### src/rtl/digit_matcher.sv
// digit_matcher: scans every stored 16x16 digit template row by row against
// the captured canvas and reports the template with the smallest Hamming
// distance, plus a confidence flag against a fixed threshold.
module digit_matcher #(
  parameter int NUM_TEMPLATES = 10,
  parameter int MATCH_THRESH  = 40
) (
  input  logic        clk,
  input  logic        rst_n,
  input  logic        start,
  output logic [3:0]  row_addr,
  output logic [3:0]  tmpl_sel,
  input  logic [15:0] tmpl_row,
  input  logic [15:0] canvas_row,
  output logic        busy,
  output logic        done,
  output logic [3:0]  result_digit,
  output logic [8:0]  result_score,
  output logic        result_match
);

  typedef enum logic [1:0] {
    IDLE = 2'd0,
    SCAN = 2'd1,
    DONE = 2'd2
  } state_t;

  localparam logic [3:0] LAST_TMPL = 4'(NUM_TEMPLATES - 1);
  localparam logic [8:0] THRESH    = 9'(MATCH_THRESH);

  state_t      state, state_next;
  logic [8:0]  acc;
  logic [8:0]  best_score;
  logic [3:0]  best_digit;
  logic [15:0] row_diff;
  logic [4:0]  row_dist;
  logic [8:0]  total;
  logic        better;
  logic [8:0]  final_score;
  logic [3:0]  final_digit;
  logic        row_last;
  logic        tmpl_last;

  // Row distance and running best, including the template currently finishing.
  always_comb begin
    row_diff = tmpl_row ^ canvas_row;
    row_dist = '0;
    for (int i = 0; i < 16; i++) begin
      row_dist = row_dist + 5'(row_diff[i]);
    end
    total       = acc + {4'b0, row_dist};
    better      = (total < best_score);
    final_score = better ? total : best_score;
    final_digit = better ? tmpl_sel : best_digit;
    row_last    = (row_addr == 4'hF);
    tmpl_last   = (tmpl_sel == LAST_TMPL);
  end

  // State register.
  always_ff @(posedge clk or negedge rst_n) begin
    if (!rst_n) begin
      state <= IDLE;
    end else begin
      state <= state_next;
    end
  end

  // Next-state logic and status decode from the registered state.
  always_comb begin
    state_next = state;
    busy       = 1'b0;
    done       = 1'b0;
    case (state)
      IDLE: begin
        if (start) begin
          state_next = SCAN;
        end
      end
      SCAN: begin
        busy = 1'b1;
        if (row_last && tmpl_last) begin
          state_next = DONE;
        end
      end
      DONE: begin
        done       = 1'b1;
        state_next = IDLE;
      end
      default: begin
        state_next = IDLE;
      end
    endcase
  end

  // Address walk, score accumulation and result capture.
  always_ff @(posedge clk or negedge rst_n) begin
    if (!rst_n) begin
      row_addr     <= '0;
      tmpl_sel     <= '0;
      acc          <= '0;
      best_score   <= 9'h1FF;
      best_digit   <= '0;
      result_digit <= '0;
      result_score <= '0;
      result_match <= 1'b0;
    end else begin
      case (state)
        IDLE: begin
          if (start) begin
            row_addr   <= '0;
            tmpl_sel   <= '0;
            acc        <= '0;
            best_score <= 9'h1FF;
            best_digit <= '0;
          end
        end
        SCAN: begin
          if (!row_last) begin
            acc      <= total;
            row_addr <= row_addr + 4'd1;
          end else begin
            // Template boundary: fold this template into the running best.
            best_score <= final_score;
            best_digit <= final_digit;
            acc        <= '0;
            row_addr   <= '0;
            if (tmpl_last) begin
              tmpl_sel     <= '0;
              result_digit <= final_digit;
              result_score <= final_score;
              result_match <= (final_score <= THRESH);
            end else begin
              tmpl_sel <= tmpl_sel + 4'd1;
            end
          end
        end
        DONE: begin
          row_addr <= '0;
          tmpl_sel <= '0;
        end
        default: begin
          row_addr <= '0;
          tmpl_sel <= '0;
        end
      endcase
    end
  end

endmodule

### config.mk
export PLATFORM = sky130hd
export DESIGN_NAME = digit_matcher
export DESIGN_NICKNAME = d
export VERILOG_FILES = /design/src/rtl/digit_matcher.sv
export SDC_FILE = /design/constraint.sdc
export NUM_CORES = 1
export LEC_CHECK = 0
export ABC_AREA = 1
export CORE_MARGIN = 1
export CORE_UTILIZATION = 45
export CTS_BUF_LIST = sky130_fd_sc_hd__clkbuf_2
export CTS_CLUSTER_SIZE = 16
export DETAILED_ROUTE_END_ITERATION = 6
export GPL_TIMING_DRIVEN = 0
export PLACE_DENSITY = 0.77
export SYNTH_ARGS = -nofsm -noshare
export SYNTH_HDL_FRONTEND = slang
export SYNTH_SLANG_ARGS = --single-unit
### constraint.sdc
create_clock -name clk -period 7.6 [get_ports clk]
set_input_delay 0.76 -clock clk [delete_from_list [all_inputs] [get_ports clk]]
set_output_delay 0.76 -clock clk [all_outputs]
set_load 0.02 [all_outputs]
==> results of run 1 <==
placed cells by master (no fill, tap or decap), types with 2 or more instances in the layout:
cell type / Yosys / routed
o21ai_2: 8 / 8
o21ai_1: 4 / 4
nor2_8: 3 / 3
xnor2_1: 7 / 7
inv_6: 1 / 2
ha_1: 19 / 19
nor2_1: 11 / 11
o22ai_1: 11 / 11
fa_1: 12 / 12
nand4_1: 9 / 9
xor2_1: 12 / 12
nand3_1: 18 / 18
nand2_1: 89 / 89
inv_2: 4 / 4
o21ai_0: 20 / 20
nand3_2: 2 / 2
clkdlybuf4s50_1: 0 / 57
clkbuf_2: 0 / 5
buf_2: 2 / 3
a21oi_1: 9 / 9
nand2_2: 3 / 3
buf_6: 3 / 3
dfrtp_1: 37 / 37
dfstp_2: 9 / 9
inv_1: 69 / 69
registers in the layout, summed over array words and instances (netlist names):
name / count
acc: 9
best_score: 9
result_score: 9
best_digit: 4
result_digit: 4
row_addr: 4
tmpl_sel: 4
state: 2
result_match: 1
area by class of cell:
class,instances,area [um2],area share [%]
multi-input combinational,245,1638,42.02
clock buffer,5,25.02,0.6421
tap,80,100.1,2.568
sequential,46,1162,29.82
inverter,75,289.0,7.416
buffer,5,43.79,1.124
clock inverter,3,43.79,1.124
timing repair buffer,59,595.6,15.28
through the flow:
step / hold WS, ns / setup slack (ns) / cells
floorplan: 0.4644 / 1.834 / 371
global placement: 0.4614 / 0.9371 / 509
detailed placement: 0.4651 / 0.8365 / 510
CTS: 0.2069 / 1.307 / 518
global route: 0.2070 / 0.9448 / 518
finish: 0.2204 / 1.327 / 518
metal layers:
layer  vias up  routed length [um]
met5         -                   0
met4         0                  86
met3        11                 187
met2        47                3231
met1      1203                2738
li1       1313                   -
worst min path at each step:
| stage | startpoint | to | slack [ns] | cells after the start |
|---|---|---|---|---|
| global route | rst_n | row_addr[1] | 0.21 | 1 |
| floorplan | rst_n | acc[0] | 0.46 | 0 |
| finish | rst_n | row_addr[1] | 0.22 | 1 |
| detailed placement | result_match | result_match | 0.47 | 2 |
| CTS | rst_n | row_addr[1] | 0.21 | 1 |
| global placement | result_score[5] | result_score[5] | 0.46 | 2 |
kinds of logic after synthesis:
group	after synthesis	share of synthesized area (%)
and+or+nand+nor	137	20.21
buffers and inverters	80	10.62
AOI/OAI and AO/OA	58	11.50
DFF	46	37.10
adders and majority gates	31	15.26
xor gates and xnor gates	19	5.312
worst max-delay path: stages:
cell             delay, ns
clkdlybuf4s50_1       0.47
xor2_1                0.20
fa_1                  0.48
fa_1                  0.52
fa_1                  0.54
inv_1                 0.06
fa_1                  0.51
fa_1                  0.48
fa_1                  0.41
inv_1                 0.09
nand3_1               0.09
nand3_1               0.11
nand2_1               0.07
nand2_1               0.08
nand4_1               0.07
nand2_1               0.15
inv_1                 0.06
ha_1                  0.29
nand2_1               0.10
inv_1                 0.07
a21oi_4               0.19
nand3_2               0.10
buf_6                 0.15
o21ai_0               0.35
nor2_1                0.09
nand2_1               0.08
nand2_1               0.04
==> impl_metrics.toml, run 1 <==
[global_routing]
grtUsageMet2_pct = 31.93
grt_pass1_vias = 2537
antenna_found_initial = 0
met3_usage_pct = 3.696
grt_pass1_wl_um = 11000
grt_usage_pct = 18.74
met1_usage_pct = 23.97
grt_max_degree = 31
grt-ovfl-total = 0
grt.busiest_layer = "met2"

[synthesis]
avgSynthCellArea_um2 = 8.445
syn_nets = 437
synth_top_area_share_pct = 29.55
synth_cell_types = 32
ys_warn_count = 0
yosysSeqAreaShare_pct = 37.10
yosysTopAreaCell = "dfrtp_1"
synth_top_cells_by_count = "nand2_1 (89), inv_1 (69), dfrtp_1 (37), o21ai_0 (20), ha_1 (19)"
synthArstFlopShare_pct = 100.0
yosysMostFrequentCell = "nand2_1"
synth_flop_cell = "dfrtp_1"
ys_top_cells_by_area = "dfrtp_1 (30%), nand2_1 (11%), inv_1 (8.3%)"
synth_area_mm2 = 0.003133
ys_seq_elements = 46
synth_edf_count = 0
synth_cells = 371

[cells_and_area]
layout.nets = 503
antenna_cells = 0
nFillCells = 606
drive_gt1_share_pct = 10.96
finish.utilization_pct = 57.69
area_growth_syn_to_layout_pct = 24.40
fin_area_mm2 = 0.003897

[floorplan]
row_count = 30
io_pins = 59
die-area_mm2 = 0.007300
initial_core_util_pct = 46.37
core_mm2 = 0.006756
die_h_um = 85.44
die_w_um = 85.44

[clock_tree]
clkSlewWorstSetupHoldPaths_ns = 0.24
cts_tree = "built"
htreeDepth = 2
post_cts_buffers = 0
clock_latency_ns = 0.43
cts-resized-gates = 0
clock-root-buffer = "clkbuf_2"
clockBufferDepth = 2
clock_sinks = 46
cts_buffers = 5
cts_hold_buffers = 0

[route]
ant_nets = 0
dr.pass1.iters = 4
vias = 2574
drc = 0
routed_wl_um = 6244
vias_per_cell = 4.969
avgRoutedWirePerCell_um = 12.05
drt-initial-drc-count = 93

[critical_path]
worstPathRequired_ns = 7.95
worstSetupStartpoint = "tmpl_row[0]"
worstSetupStartpointType = "input port"
cp_max_fo = 10
crit_end = "result_match"
ff2ff_setup_slack_ns = 1.84
r2r_start = "acc[0]"
path_class = "input port to flop"
crit_arrival_ns = 6.62
worst_setup_path_end_kind = "flop"
timing.rr.end = "result_match"
r2r_cells = 25

[sta]
setup_viol = 0
rsz0062_at_grt = "false"
relSlewSlack_pct = 72.40
fmax_mhz = 159.4
finalCritPeriodShare_pct = 82.54
hold_viol_final = 0
post-route-min-period_ns = 6.273
fin_worst_skew_ns = 0.02055
drv_slew = 0
fin_tns_setup_ns = 0
tightest_slew_ns = 0.4140

[worst_hold_path]
worstHoldPathType = "input port to asynchronous set/reset pin"

[run_status]
status = "finished, final reports clean"

[placement]
portBuffers = 58
place_area_mm2 = 0.003829
gp_congestion = 0.8738
hpwl_um = 5258

[run]
cap_violations = 0
Power of run 1 is left out: the tool's default activity adds up to more than one toggle a clock period on the data nets, which glitch-free logic cannot reach.
==> run 2, diff against run 1 <==
PLACE_DENSITY = 0.79   (was 0.77)
clock period = 5.25 ns   (was 7.6 ns; I/O delays follow)
==> impl_metrics.toml, run 2 (synthesized netlist as in run 1, its figures left out) <==
[sta]
post-route-min-period_ns = 5.223
tightest_slew_ns = 0.4059
relSlewSlack_pct = 72.85
hold_viol_final = 0
setup_viol = 0
rsz0062_at_grt = "true"
drv_slew = 0
fin_worst_skew_ns = 0.03354
fmax_mhz = 191.4
finalCritPeriodShare_pct = 99.49

[clock_tree]
clock-root-buffer = "clkbuf_2"
cts_buffers = 5
clkSlewWorstSetupHoldPaths_ns = 0.28
clock_sinks = 46
clock_latency_ns = 0.47
cts_tree = "built"
htreeDepth = 2
clockBufferDepth = 2

[worst_hold_path]
worstHoldPathType = "input port to asynchronous set/reset pin"

[cells_and_area]
fin_area_mm2 = 0.004283
reg.largest.list = "acc (9), best_score (9), result_score (9)"
antenna_cells = 0
layout.nets = 522
drive_gt1_share_pct = 26.26
final_common_cell = "nand2_1"
layout_common_cells = "nand2_1 (67), inv_1 (63), clkdlybuf4s50_1 (41), dfrtp_1 (37), nand2_2 (18)"
area_growth_syn_to_layout_pct = 36.70

[critical_path]
crit_arrival_ns = 5.67
slowest_delay_ns = 0.56
ff2ff_setup_slack_ns = 0.04
crit_end = "result_match"
timing.rr.end = "result_match"
critPathSlowestCell = "fa_1"
worstSetupStartpoint = "tmpl_row[0]"
r2r_cells = 28
r2r_start = "acc[0]"
worstSetupStartpointType = "input port"
cp_max_fo = 5
path_class = "input port to flop"
worst_setup_path_end_kind = "flop"
worstPathRequired_ns = 5.69

[global_routing]
grt_pass1_wl_um = 11730
grt-ovfl-total = 0
grt_usage_pct = 20.24
antenna_found_initial = 0
grt_max_degree = 39
grt_pass1_vias = 2658

[route]
wl_met1_um = 2975
drc = 0
dr.pass1.iters = 4
wl_met3_um = 279
wl_met2_um = 3813
routed_wl_um = 7237
routed.top_layer = "met4"
vias_per_cell = 5.084
vias = 2730
drt-initial-drc-count = 116
avgRoutedWirePerCell_um = 13.48
ant_nets = 0

[floorplan]
row_count = 30
io_pins = 59
die_w_um = 85.44
initial_core_util_pct = 46.37
core_mm2 = 0.006756
die_h_um = 85.44
die-area_mm2 = 0.007300

[placement]
gp_congestion = 0.8819
portBuffers = 58
hpwl_um = 5130
place_area_mm2 = 0.003864

[run_status]
status = "finished, final reports clean"

[run]
cap_violations = 0
[run 2: stage by stage]
step	hold slack (ns)	worst slack (ns)	setup TNS [ns]	util, %	cells
final	0.4038	0.02666	0	63.39	537
after global routing	0.4159	-0.2012	-2.616	63.39	537
after CTS	0.4181	-0.08046	-0.1743	61.69	535
after detailed placement	0.3999	-0.9374	-21.38	57.19	510
after global placement	0.4621	-0.7971	-17.45	56.96	509
after floorplan	0.2294	-0.03879	-0.03879	-	371
[run 2: area by class of cell]
type                    instances  area, um2
plain buffers                   5      50.05
clock buffers                   5      25.02
clock inverters                 3      23.77
fillers                       550       2474
inverters                      75      291.5
multi-input cells             245       1893
flip-flops and latches         46       1162
well taps                      80      100.1
repair buffers                 78      737.0
[run 2: layer usage]
layer  vias to the layer above  GRT usage [%]
met1                      1298          25.53
met3                        17          3.307
met4                         0          7.424
li1                       1345              -
met5                         -              0
met2                        70          34.98
[run 2: worst min path at each step]
stage                             from           end  slack (ns)  depth (start not counted)
after global routing             rst_n        acc[6]        0.42                          2
final                            rst_n        acc[6]        0.40                          2
after CTS                        rst_n        acc[6]        0.42                          2
after floorplan                  rst_n        acc[0]        0.23                          0
after detailed placement         rst_n   row_addr[3]        0.40                          1
after global placement    result_match  result_match        0.46                          2
[run 2: worst max-delay path: cells and delay by family]
kind	cells	cell delay [ns]
and+or+nand+nor	13	1.05
xor gates and xnor gates	1	0.15
adders and majority gates	7	2.92
AOI/OAI and AO/OA	1	0.17
buffers and inverters	8	0.83
[run 2: repair_timing]
action | in CTS | in global routing
cloned | 1 | 0
endpoints found under the hold margin | 8 | 0
pin swaps | 29 | 26
setup buffers | 15 | 2
setup endpoints to repair | 27 | 27
resized for setup | 59 | 42
hold buffers | 1 | 0
Power of run 2 is left out for the same reason.
==> run 3, diff against run 2 <==
PLACE_DENSITY = 0.74   (was 0.79)
==> impl_metrics.toml, run 3 (synthesized netlist as in run 1, its figures left out) <==
[clock_tree]
clock-root-buffer = "clkbuf_2"
clkSlewWorstSetupHoldPaths_ns = 0.24
cts_buffers = 5
clock_latency_ns = 0.43
htreeDepth = 2
cts_tree = "built"
clockBufferDepth = 2
clock_sinks = 46

[cells_and_area]
antenna_cells = 0
reg.largest.list = "acc (9), best_score (9), result_score (9)"
final_common_cell = "nand2_1"
nFillCells = 558
fin_area_mm2 = 0.004295
layout.nets = 525
layout_common_cells = "nand2_1 (67), inv_1 (64), clkdlybuf4s50_1 (41), dfrtp_1 (37)"
drive_gt1_share_pct = 27.39
area_growth_syn_to_layout_pct = 37.10

[floorplan]
die_w_um = 85.44
die_h_um = 85.44
initial_core_util_pct = 46.37
io_pins = 59
die-area_mm2 = 0.007300
row_count = 30
core_mm2 = 0.006756

[sta]
post-route-min-period_ns = 5.228
relSlewSlack_pct = 75.26
tightest_slew_ns = 0.3698
fmax_mhz = 191.3
fin_worst_skew_ns = 0.01975
hold_viol_final = 0
drv_slew = 0
setup_viol = 0
finalCritPeriodShare_pct = 99.59
rsz0062_at_grt = "true"

[global_routing]
grt_usage_pct = 19.33
grt_pass1_vias = 2656
grt_pass1_wl_um = 11330
grt-ovfl-total = 0
grt_max_degree = 39
antenna_found_initial = 0

[run_status]
status = "finished, final reports clean"

[critical_path]
cp_max_fo = 5
critPathSlowestCell = "fa_1"
r2r_cells = 29
slowest_delay_ns = 0.56
worstPathRequired_ns = 5.63
worst_setup_path_end_kind = "flop"
worstSetupStartpointType = "input port"
path_class = "input port to flop"
crit_arrival_ns = 5.61

[placement]
portBuffers = 58
gp_congestion = 0.8789
place_area_mm2 = 0.003864
hpwl_um = 4973

[run]
cap_violations = 0

[route]
vias_per_cell = 5.089
avgRoutedWirePerCell_um = 13.01
routed_wl_um = 7023
vias = 2748
drc = 0
dr.pass1.iters = 4
ant_nets = 0
drt-initial-drc-count = 138

[worst_hold_path]
worstHoldPathType = "input port to asynchronous set/reset pin"
## run 3: cell count changes in the layout (fill, tap and decap cells not counted), sizes merged
cell | before | now
clkdlybuf4s15 | 7 | 5
clkbuf | 9 | 14
buf | 25 | 28
dlygate4sd2 | 5 | 2
## run 3: worst paths after layout
path,startpoint,end,slack (ns)
min,rst_n,acc[5],0.45
max reg2reg,acc[0],result_match,0.03
max,tmpl_row[10],result_match,0.02
min in group clk,result_match,result_match,0.50
max in group asynchronous,rst_n,best_score[2],4.27
min reg2reg,result_match,result_match,0.50
## run 3: what timing repair did
item,CTS,global route
endpoints found under the setup margin,27,27
cloned,1,0
setup buffers,14,6
gates resized for setup,50,60
pin swaps,30,35
hold buffers,1,0
endpoints found under the hold margin,8,0
## run 3: through the flow
stage / cells / setup WS (ns) / hold slack [ns] / TNS [ns] / util [%]
after global routing: 540 / -0.2094 / 0.4174 / -1.220 / 63.57
final: 540 / 0.02166 / 0.4502 / 0 / 63.57
after floorplan: 371 / -0.03879 / 0.2294 / -0.03879 / -
after CTS: 534 / -0.06871 / 0.4236 / -0.07644 / 61.00
after global placement: 509 / -0.7937 / 0.4616 / -17.39 / 56.96
after detailed placement: 510 / -0.8505 / 0.3966 / -19.24 / 57.19
## run 3: final cells by class
cell class	count	area [um2]	share of cell area (%)
inverter	75	294.0	6.845
clock buffer	5	25.02	0.5826
sequential	46	1162	27.06
timing repair buffer	81	730.7	17.01
buffer	5	53.80	1.253
multi-input combinational	245	1906	44.36
clock inverter	3	23.77	0.5535
tap	80	100.1	2.330
## run 3: layer usage
metal / share of wire (%) / GRT usage (%) / up-vias
li1: - / - / 1355
met1: 43 / 25.11 / 1308
met2: 52 / 33.24 / 68
met3: 3.1 / 2.918 / 17
met4: 2.0 / 6.061 / 0
met5: 0 / 0 / -
## run 3: worst max-delay path, delay by kind of cell
kind          cells  cell delay [ns]
xor+xnor          1             0.14
fa+ha+maj         7             3.06
buf+inv           6             0.46
simple gates     18             1.45
Power of run 3 is left out for the same reason.
